$ cat src/rtl/pc_sequencer.sv
// Fetch PC sequencer: BOOT/RUN/TRAP FSM with stall, jump, branch and misaligned-redirect trap.
// Define PC_SEQ_RVC_EN to relax target alignment to 2 bytes for compressed instructions.
module pc_sequencer #(
  parameter int          N            = 32,
  parameter logic [N-1:0] RESET_VECTOR = '0,
  parameter logic [N-1:0] TRAP_VECTOR  = N'('h100)
) (
  input  logic         clk,
  input  logic         rst_n,
  input  logic         stall,
  input  logic         jump,
  input  logic [N-1:0] jump_target,
  input  logic         branch_taken,
  input  logic [N-1:0] branch_target,
  input  logic         trap_ack,
  output logic [N-1:0] pc,
  output logic [N-1:0] pc_plus4,
  output logic         fetch_valid,
  output logic         misalign_trap,
  output logic [N-1:0] epc
);

  typedef enum logic [1:0] {
    S_BOOT,
    S_RUN,
    S_TRAP
  } state_e;

  state_e       state_q, state_d;
  logic [N-1:0] pc_q, pc_d;
  logic [N-1:0] epc_q, epc_d;
  logic         trap_q, trap_d;

  logic         redir;
  logic [N-1:0] tgt;
  logic         misal;

  assign pc_plus4 = pc_q + N'(4);

  // Only the winning redirect source is considered for alignment.
  always_comb begin
    redir = 1'b0;
    tgt   = '0;
    if (jump) begin
      redir = 1'b1;
      tgt   = jump_target;
    end else if (branch_taken) begin
      redir = 1'b1;
      tgt   = branch_target;
    end
  end

`ifdef PC_SEQ_RVC_EN
  assign misal = tgt[0];
`else
  assign misal = |tgt[1:0];
`endif

  always_comb begin
    state_d = state_q;
    pc_d    = pc_q;
    epc_d   = epc_q;
    trap_d  = trap_q;
    unique case (state_q)
      S_BOOT: begin
        state_d = S_RUN;
        pc_d    = RESET_VECTOR;
      end
      S_RUN: begin
        if (!stall) begin
          if (redir && misal) begin
            epc_d   = tgt;
            pc_d    = TRAP_VECTOR;
            trap_d  = 1'b1;
            state_d = S_TRAP;
          end else if (redir) begin
            pc_d = tgt;
          end else begin
            pc_d = pc_plus4;
          end
        end
      end
      S_TRAP: begin
        if (trap_ack) begin
          trap_d  = 1'b0;
          state_d = S_RUN;
        end
      end
      default: begin
        state_d = S_BOOT;
        pc_d    = RESET_VECTOR;
      end
    endcase
  end

  always_ff @(posedge clk or negedge rst_n) begin
    if (!rst_n) begin
      state_q <= S_BOOT;
      pc_q    <= RESET_VECTOR;
      epc_q   <= '0;
      trap_q  <= 1'b0;
    end else begin
      state_q <= state_d;
      pc_q    <= pc_d;
      epc_q   <= epc_d;
      trap_q  <= trap_d;
    end
  end

  assign pc            = pc_q;
  assign fetch_valid   = (state_q == S_RUN);
  assign misalign_trap = trap_q;
  assign epc           = epc_q;

endmodule

$ cat config.mk
export PLATFORM = sky130hd
export DESIGN_NAME = pc_sequencer
export DESIGN_NICKNAME = d
export VERILOG_FILES = /design/src/rtl/pc_sequencer.sv
export SDC_FILE = /design/constraint.sdc
export NUM_CORES = 1
export LEC_CHECK = 0
export CAP_MARGIN = 30
export CORE_ASPECT_RATIO = 0.6
export CORE_MARGIN = 2
export CORE_UTILIZATION = 46
export DETAILED_ROUTE_END_ITERATION = 12
export GPL_TIMING_DRIVEN = 0
export PLACE_DENSITY_LB_ADDON = 0.05
export SLEW_MARGIN = 20
export SYNTH_ARGS = -nofsm -noshare
export SYNTH_HDL_FRONTEND = slang
export SYNTH_SLANG_ARGS = --single-unit
$ cat constraint.sdc
create_clock -name clk -period 3.7 [get_ports clk]
set_clock_uncertainty 0.15 [all_clocks]
set_input_delay 0.925 -clock clk [delete_from_list [all_inputs] [get_ports clk]]
set_output_delay 0.925 -clock clk [all_outputs]
set_load 0.1 [all_outputs]
== Yosys cells after proc, flatten, opt, wreduce, memory -nomap -nowiden ==
Cells that the tools add are included.

* Output and inout bits: 98
* Word-level logic and storage cells: 36
* Input bits: 70
* Flip-flop bits (word level): 67

* Equal/unequal tests: 5
* $add $sub $neg: 1
* Muxes and demuxes: 16
* Reduce and logical (&&, ||, !) cells: 8
* Bitwise gates (word level): 2

{| class="wikitable"
|+ Operators with widths
! cell !! count
|-
| two-way mux 32 bit || 5
|-
| one-hot mux 32 bit (2 select lines) || 1
|-
| adder 32 x 3 -> 32 bit (second input constant) || 1
|-
| two-way mux 2 bit || 3
|-
| one-hot mux 2 bit (3 select lines) || 1
|-
| AND reduction 3 bit || 2
|-
| two-way mux 1 bit || 5
|-
| inequality test 2 bit (second input constant) || 2
|-
| AND reduction 4 bit || 1
|-
| equality test 2 x 1 -> 1 bit (second input constant) || 1
|-
| equality test 2 bit (second input constant) || 1
|-
| zero test 2 bit || 1
|-
| inequality test 2 x 1 -> 1 bit (second input constant) || 1
|-
| NOT 1 bit || 2
|-
| one-hot mux 1 bit (2 select lines) || 1
|-
| AND reduction 2 bit || 1
|-
| nonzero test 2 bit || 1
|-
| OR reduction 2 bit || 1
|-
| logical AND 1 bit || 1
|}

== Logic depth before layout (Yosys ltp) ==
Gate-level depths: netlist (run 1).

* Word-level depth: 7
* Gate-level depth with buffers: 7

== Least setup slack after synthesis (run 1) ==
OpenSTA, ideal clock, no wires.

* Path type: flip-flop to output port
* Start point: register pc_q[6], in the netlist pc[6]
* End point: output pc_plus4[21]
* Data arrival time: 3.985 ns
* Path slack: -1.360 ns
* Cell stages (with the launch flop): 8
* Cells stage by stage: dfrtp_1 > clkbuf_2 > nand4_2 > or4_1 > buf_2 > nor3_4 > nand2_1 > xnor2_1

* Cells in the longest elaborated chain, start to end: 1

{| class="wikitable"
|+ RTL lines
! element !! line !! RTL
|-
| start, declared || 30 || <nowiki>logic [N-1:0] pc_q, pc_d;</nowiki>
|-
| start signal, assigned || 104 || <nowiki>pc_q <= pc_d;</nowiki>
|-
| adder 32 x 3 -> 32 bit || 38 || <nowiki>assign pc_plus4 = pc_q + N'(4);</nowiki>
|-
| end, declared || 17 || <nowiki>output logic [N-1:0] pc_plus4,</nowiki>
|}

No other way between the ends.

== Worst setup path in the final report (run 1) ==
* Start point: register pc_q[4], in the netlist pc[4]
* End point: output pc_plus4[23]

Same word-level chain as after synthesis.

==> metrics.txt, run 1 <==
Crit Path Category=register to primary output; CP peak stage delay=approximately 0.47 ns; Top-Level Pins=168; Net Sw Power=2.25 mW; largest family of logic cells by synthesized area=compound AO/OA/AOI/OAI gates; placed cell count=703; Layout area overhead=72.1%; total track usage=0.360; final setup TNS=0 ns; Critical path buffers and inverters=3; Slew headroom=0.314; Final setup viols=0; clk buf depth=2; simple-gate share of the synthesized area=0.175; sw frac=0.519; clock share of power=0.220; Avg WL per Cell=21.9 um; Fmax=around 280 MHz; Synth Area in Compound Gates=0.247; dpl ws=-0.768 ns; Post-synth ARST share=1.00; # Max-Cap Violations=0; non-filler instance count after layout=732; # H-tree levels=3; status=finished, final reports clean; Logic pwr share=0.539; # hold bufs at CTS=0; fin crit share=0.977; Worst EP arrival=2.54 ns; Starting Density=0.481; CP Data Required Time=2.62 ns; TritonCTS clock tree=done; drt pass-1 iters=5; part of the Yosys area used for sequential elements=0.436; # port buffers=166; crit path capture type=primary output; drt total wl=16.0 mm; final hold violations=0; Post-Syn Area per Cell=9.01 um^2; row cnt=25; initial drt markers=between 300 and 400; DP HPWL=11.5 mm; post-layout util=0.827; CP Launch Type=register; DRT antenna net count=0; xor and xnor area share after synthesis=0.0637; number of global-route vias before repair=4454; routed vias/inst=6.26; gr ovfl total=0; most used flip-flop cell after synthesis=dfrtp_1; Reg power frac=0.241; YS warnings=0; Root Driver=clkbuf_16; via count=4582; worst-margin pin slew=1.03 ns; # DRC=0; first-pass GRT wire length=24.2 mm; die area=around 9100 um^2; gp weighted congestion=0.913; Cell Area, Synth=3850 um^2; ANT cells=0; layout cells sized above 1=0.213; Synth Register Bits=67; Reg clk slew, reported paths=0.06 ns; Lkg Pwr=2.74 nW; Hold WC Path Type=input port to asynchronous set/reset pin; die height=roughly 75 um; Worst VDD drop=0.485 mV; clock sinks=67; multiplexer share of the synthesized area=0.0348; internal power=around 2.1 mW; Post-Syn Instances=427; P per Cell Area=roughly 660 nW/um^2; largest net degree at the start of global routing=56; Final #Nets=690; CP Depth=8; min Tclk post-route=roughly 3.6 ns; core area=8010 um^2; Hold Slack=0.285 ns; CP Max Fanout=7; CP top delay family=simple AND/OR/NAND/NOR gates; Syn Nets=498; Slowest cell on crit path=or4_1; antenna violations before repair=0; Max Transition Viols Final=0; unrepaired setup endpoints after global routing=no; Synth Area in Adders=0.00325; EDFF count, synth=0; die width=122 um; reg2reg path depth=9; CTS Buf Count=9; crit-path cells=nand4_1 > buf_4 > or4_1 > clkbuf_4 > nor3_4 > nand2_2 > xnor2_4 > buf_12; worst skew pair latency=0.34 ns; Worst Setup Slack, final=0.0845 ns; Synth cell types=49
## registers in the layout, indices dropped and copies added, names as in the netlist
name,count
misalign_trap,1
pc,32
state_q,2
epc,32
## routing by layer
| metal | wire length (um) | share of wire | global-route usage |
|---|---|---|---|
| met2 | 7260 | 0.45 | 0.582 |
| met4 | 293 | 0.018 | 0.121 |
| met1 | 6390 | 0.40 | 0.462 |
| met3 | 2070 | 0.13 | 0.122 |
| met5 | 0 | 0 | 0 |
## synthesized netlist by cell type (all sizes together), types with 3 or more instances
master	n	area (um^2)
buf	8	41.3
dfrtp	67	1680
a221o	5	50.1
mux2	11	124
nor3	8	56.3
inv	8	30.0
o311ai	7	61.3
xnor2	21	184
nand2	60	225
nor4	4	43.8
clkbuf	22	83.8
nand3	15	75.1
a21boi	3	22.5
o32a	3	30.0
a21oi	19	95.1
nor2b	7	43.8
a32o	3	30.0
nand2b	6	37.5
a31oi	6	37.5
a22o	11	96.3
a22oi	17	128
nor2	20	75.1
xor2	7	61.3
o21ai	58	290
nand4	10	75.1
a21o	3	22.5
## power by group through the flow
stage | clock network, mW | logic, mW | registers [mW]
2_1_floorplan | 0 | 0.612 | 2.13
3_3_place_gp | 0 | 2.29 | 1.03
3_5_place_dp | 0 | 2.34 | 1.04
4_1_cts | 0.955 | 2.34 | 1.04
5_1_grt | 0.986 | 2.40 | 1.06
6_report | 0.954 | 2.34 | 1.05
## worst paths after layout
kind                               from            to  slack, ns
worst max-delay path              pc[4]  pc_plus4[23]       0.08
worst min-delay path              rst_n         pc[1]       0.28
worst max register to register    pc[4]        pc[23]       1.02
worst min register to register  epc[24]       epc[24]       0.33
max in group asynchronous         rst_n        pc[12]       2.54
min in group clk                epc[24]       epc[24]       0.33
## timing repair
action | in CTS | in global routing
endpoints found under the setup margin | 26 | 21
hold endpoints to repair | 0 | 0
setup buffers | 8 | 6
gates resized for setup | 118 | 19
cloned | 0 | 0
pin swaps | 5 | 5
## layout make-up
| cell class | instances | area, um^2 |
|---|---|---|
| tap | 108 | 135 |
| sequential | 67 | 1720 |
| multi-input combinational | 322 | 2460 |
| clock inverter | 4 | 72.6 |
| clock buffer | 12 | 256 |
| inverter | 8 | 30.0 |
| buffer | 29 | 139 |
| timing repair buffer | 182 | 1810 |
| fill | 495 | 1380 |
## cells in the final DEF, fill, tap and decap left out, types with 6 or more instances in the layout
cell / n
a31oi_1: 6
inv_1: 8
mux2_2: 11
dfrtp_4: 7
nand3_1: 14
buf_4: 23
xor2_2: 6
nor2b_1: 7
clkbuf_1: 21
xnor2_4: 15
nand2b_1: 6
clkbuf_16: 9
dfrtp_1: 44
a22o_1: 11
nor3_1: 6
nand2_1: 57
nor2_1: 19
a21oi_1: 19
dfrtp_2: 16
nand4_1: 8
a22oi_1: 17
clkdlybuf4s50_1: 139
clkbuf_4: 7
o21ai_0: 57
## kinds of logic after synthesis
| group | Yosys count |
|---|---|
| and+or+nand+nor | 136 |
| adders and majority gates | 1 |
| buffers and inverters | 38 |
| xor gates and xnor gates | 28 |
| AOI/OAI and AO/OA | 145 |
| DFF | 67 |
| muxes | 12 |
## through the flow
step	instance area, um^2	power (mW)
finish	6620	4.34
global route	6620	4.45
CTS	6570	4.33
detailed placement	6140	3.38
global placement	6090	3.32
floorplan	4300	2.74
Note: power is estimated with default switching activity, not from simulation.
==> run 2: changes to the inputs <==
--- a/config.mk
+++ b/config.mk
@@ -5,14 +5,13 @@
 export SDC_FILE = /design/constraint.sdc
 export NUM_CORES = 1
 export LEC_CHECK = 0
-export CAP_MARGIN = 30
 export CORE_ASPECT_RATIO = 0.6
 export CORE_MARGIN = 2
 export CORE_UTILIZATION = 46
 export DETAILED_ROUTE_END_ITERATION = 12
 export GPL_TIMING_DRIVEN = 0
 export PLACE_DENSITY_LB_ADDON = 0.05
-export SLEW_MARGIN = 20
+export SLEW_MARGIN = 30
 export SYNTH_ARGS = -nofsm -noshare
 export SYNTH_HDL_FRONTEND = slang
 export SYNTH_SLANG_ARGS = --single-unit
==> run 2 against run 1 <==
Effect of this change:
- sequential share of layout area increased by 0.24 points
- clock power decreased by 13%
- sequential power hardly changed
- global-route usage about the same
- routed wire length shrank 0.11%
- first-iteration DRC count up 19%
- combinational power hardly changed
- largest power group unchanged
- highest routed layer unchanged
==> metrics.txt, run 2 (synthesized netlist as in run 1, its figures left out) <==
worst-margin pin slew=1.03 ns (+0.000216 ns); initial drt markers=439 (+19%); gr ovfl total=0 (unchanged); Final #Nets=692 (+0.29%); layout cells sized above 1=0.213 (-0.000341); row cnt=25 (unchanged); post-layout util=0.820 (-0.00750); status=finished, final reports clean; CTS Buf Count=9 (unchanged); Reg clk slew, reported paths=0.06 ns (about the same); clk buf depth=2 (unchanged); CP top delay family=buffers and inverters; final setup TNS=0 ns (unchanged); clock sinks=67 (unchanged); min Tclk post-route=3.62 ns (-0.00000490 ns); number of global-route vias before repair=4369 (-1.9%); Hold Slack=0.315 ns (+0.0301 ns); commonest non-fill, non-tap cell in the layout=clkdlybuf4s50_1; worst skew pair latency=0.34 ns (about the same); Final setup viols=0 (unchanged); Reg2Reg Setup Slack=1.09 ns (+0.07 ns); CP Max Fanout=7 (unchanged); P per Cell Area=637 nW/um^2 (-2.7%); first-pass GRT wire length=24.2 mm (-0.14%); most frequent cells in the layout=clkdlybuf4s50_1 (138), nand2_1 (57), o21ai_0 (57); Avg WL per Cell=21.8 um (-0.24%); DP HPWL=11.5 mm (-0.15%); CP Data Required Time=2.62 ns (about the same); largest net degree at the start of global routing=49 (-13%); Critical path buffers and inverters=1 (-2); Root Driver=clkbuf_16; routed vias/inst=6.15 (-1.7%); die width=122 um (unchanged); # port buffers=166 (unchanged); via count=4510 (-1.6%); CP Launch Type=register; Crit Path Category=register to primary output; # DRC=0 (unchanged); total track usage=0.360 (about the same); Max Transition Viols Final=0 (unchanged); CP peak stage delay=0.87 ns (+0.40 ns); fin crit share=0.977 (about the same); drt pass-1 iters=7 (+2); ANT cells=0 (unchanged); Hold WC Path Type=input port to asynchronous set/reset pin; Worst EP arrival=2.54 ns (about the same); die area=9140 um^2 (unchanged); gp weighted congestion=0.913 (unchanged); Lkg Pwr=2.72 nW (-0.58%); TritonCTS clock tree=done; Slowest cell on crit path=clkdlybuf4s15_1; # Max-Cap Violations=0 (unchanged); crit-path cells=ha_1 > nand3_4 > nor2_4 > xor2_2 > clkdlybuf4s15_1; crit path capture type=primary output; antenna violations before repair=0 (unchanged); Layout area overhead=70.5%; final hold violations=0 (unchanged); unrepaired setup endpoints after global routing=no; Top-Level Pins=168 (unchanged); drt total wl=16.0 mm (-0.11%); Fmax=277 MHz (unchanged); Worst VDD drop=0.461 mV (-4.8%); DRT antenna net count=0 (unchanged); die height=74.9 um (unchanged); Starting Density=0.481 (unchanged); # H-tree levels=3 (unchanged); Slew headroom=0.314 (about the same); core area=8010 um^2 (unchanged)
-- run 2: cell count changes in the layout (fill, tap and decap cells not counted), sizes merged --
cell           before  now
buf                34   41
clkbuf             42   37
clkdlybuf4s15       4    7
bufinv              2    0
clkdlybuf4s50     139  138
clkinv              1    2
clkinvlp            1    0
dlygate4sd2         3    2
-- run 2: worst paths after layout --
kind,depth (start not counted),endpoint,from
max in group asynchronous,2,pc[12],rst_n
worst min register to register,2,epc[15],epc[15]
worst min-delay path,1,epc[10],rst_n
worst max register to register,6,pc[21],state_q[0]
min in group clk,2,epc[15],epc[15]
worst max-delay path,5,pc_plus4[10],pc[2]
-- run 2: cell type report --
cell class	count	area, um^2
inverters	8	30.0
flip-flops and latches	67	1720
repair buffers	184	1800
well taps	108	135
fillers	494	1440
multi-input cells	322	2460
clock buffers	13	270
plain buffers	29	136
clock inverters	2	10.0
-- run 2: timing repair --
| item | CTS | global route |
|---|---|---|
| pin swaps | 4 | 6 |
| buffers inserted | 11 | 6 |
| resized for setup | 122 | 10 |
| setup endpoints to repair | 26 | 20 |
| hold buffers | 0 | 0 |
-- run 2: power by group --
| part | internal (mW) | switching (mW) | leakage [nW] |
|---|---|---|---|
| logic | 0.542 | 1.77 | 1.74 |
| clock network | 0.503 | 0.327 | 0.141 |
| registers | 0.894 | 0.150 | 0.837 |
| total | 1.94 | 2.24 | 2.72 |
-- run 2: worst register-to-register path: stages, from the launching register on --
cell and delay (ns):
dfrtp_1 0.39, nor2b_1 0.33, nand2_1 0.27, nor2_1 0.48, clkbuf_1 0.52, nand2_1 0.22
o311ai_1 0.13
-- run 2: metrics by stage --
stage	power (mW)	setup slack [ns]	cells	instance area [um^2]
final	4.18	0.0845	733	6560
after global routing	4.29	0.00301	733	6560
after CTS	4.16	0.00410	727	6490
after detailed placement	3.35	-0.768	702	6110
after global placement	3.32	-1.28	701	6090
after floorplan	2.74	-0.288	427	4300
-- run 2: layer usage --
metal  wire [um]  GRT usage  vias up
li1            -          -     1961
met1        6290      0.467     2176
met2        7200      0.567      332
met3        2170      0.127       41
met4         329      0.133        0
met5           0          0        -
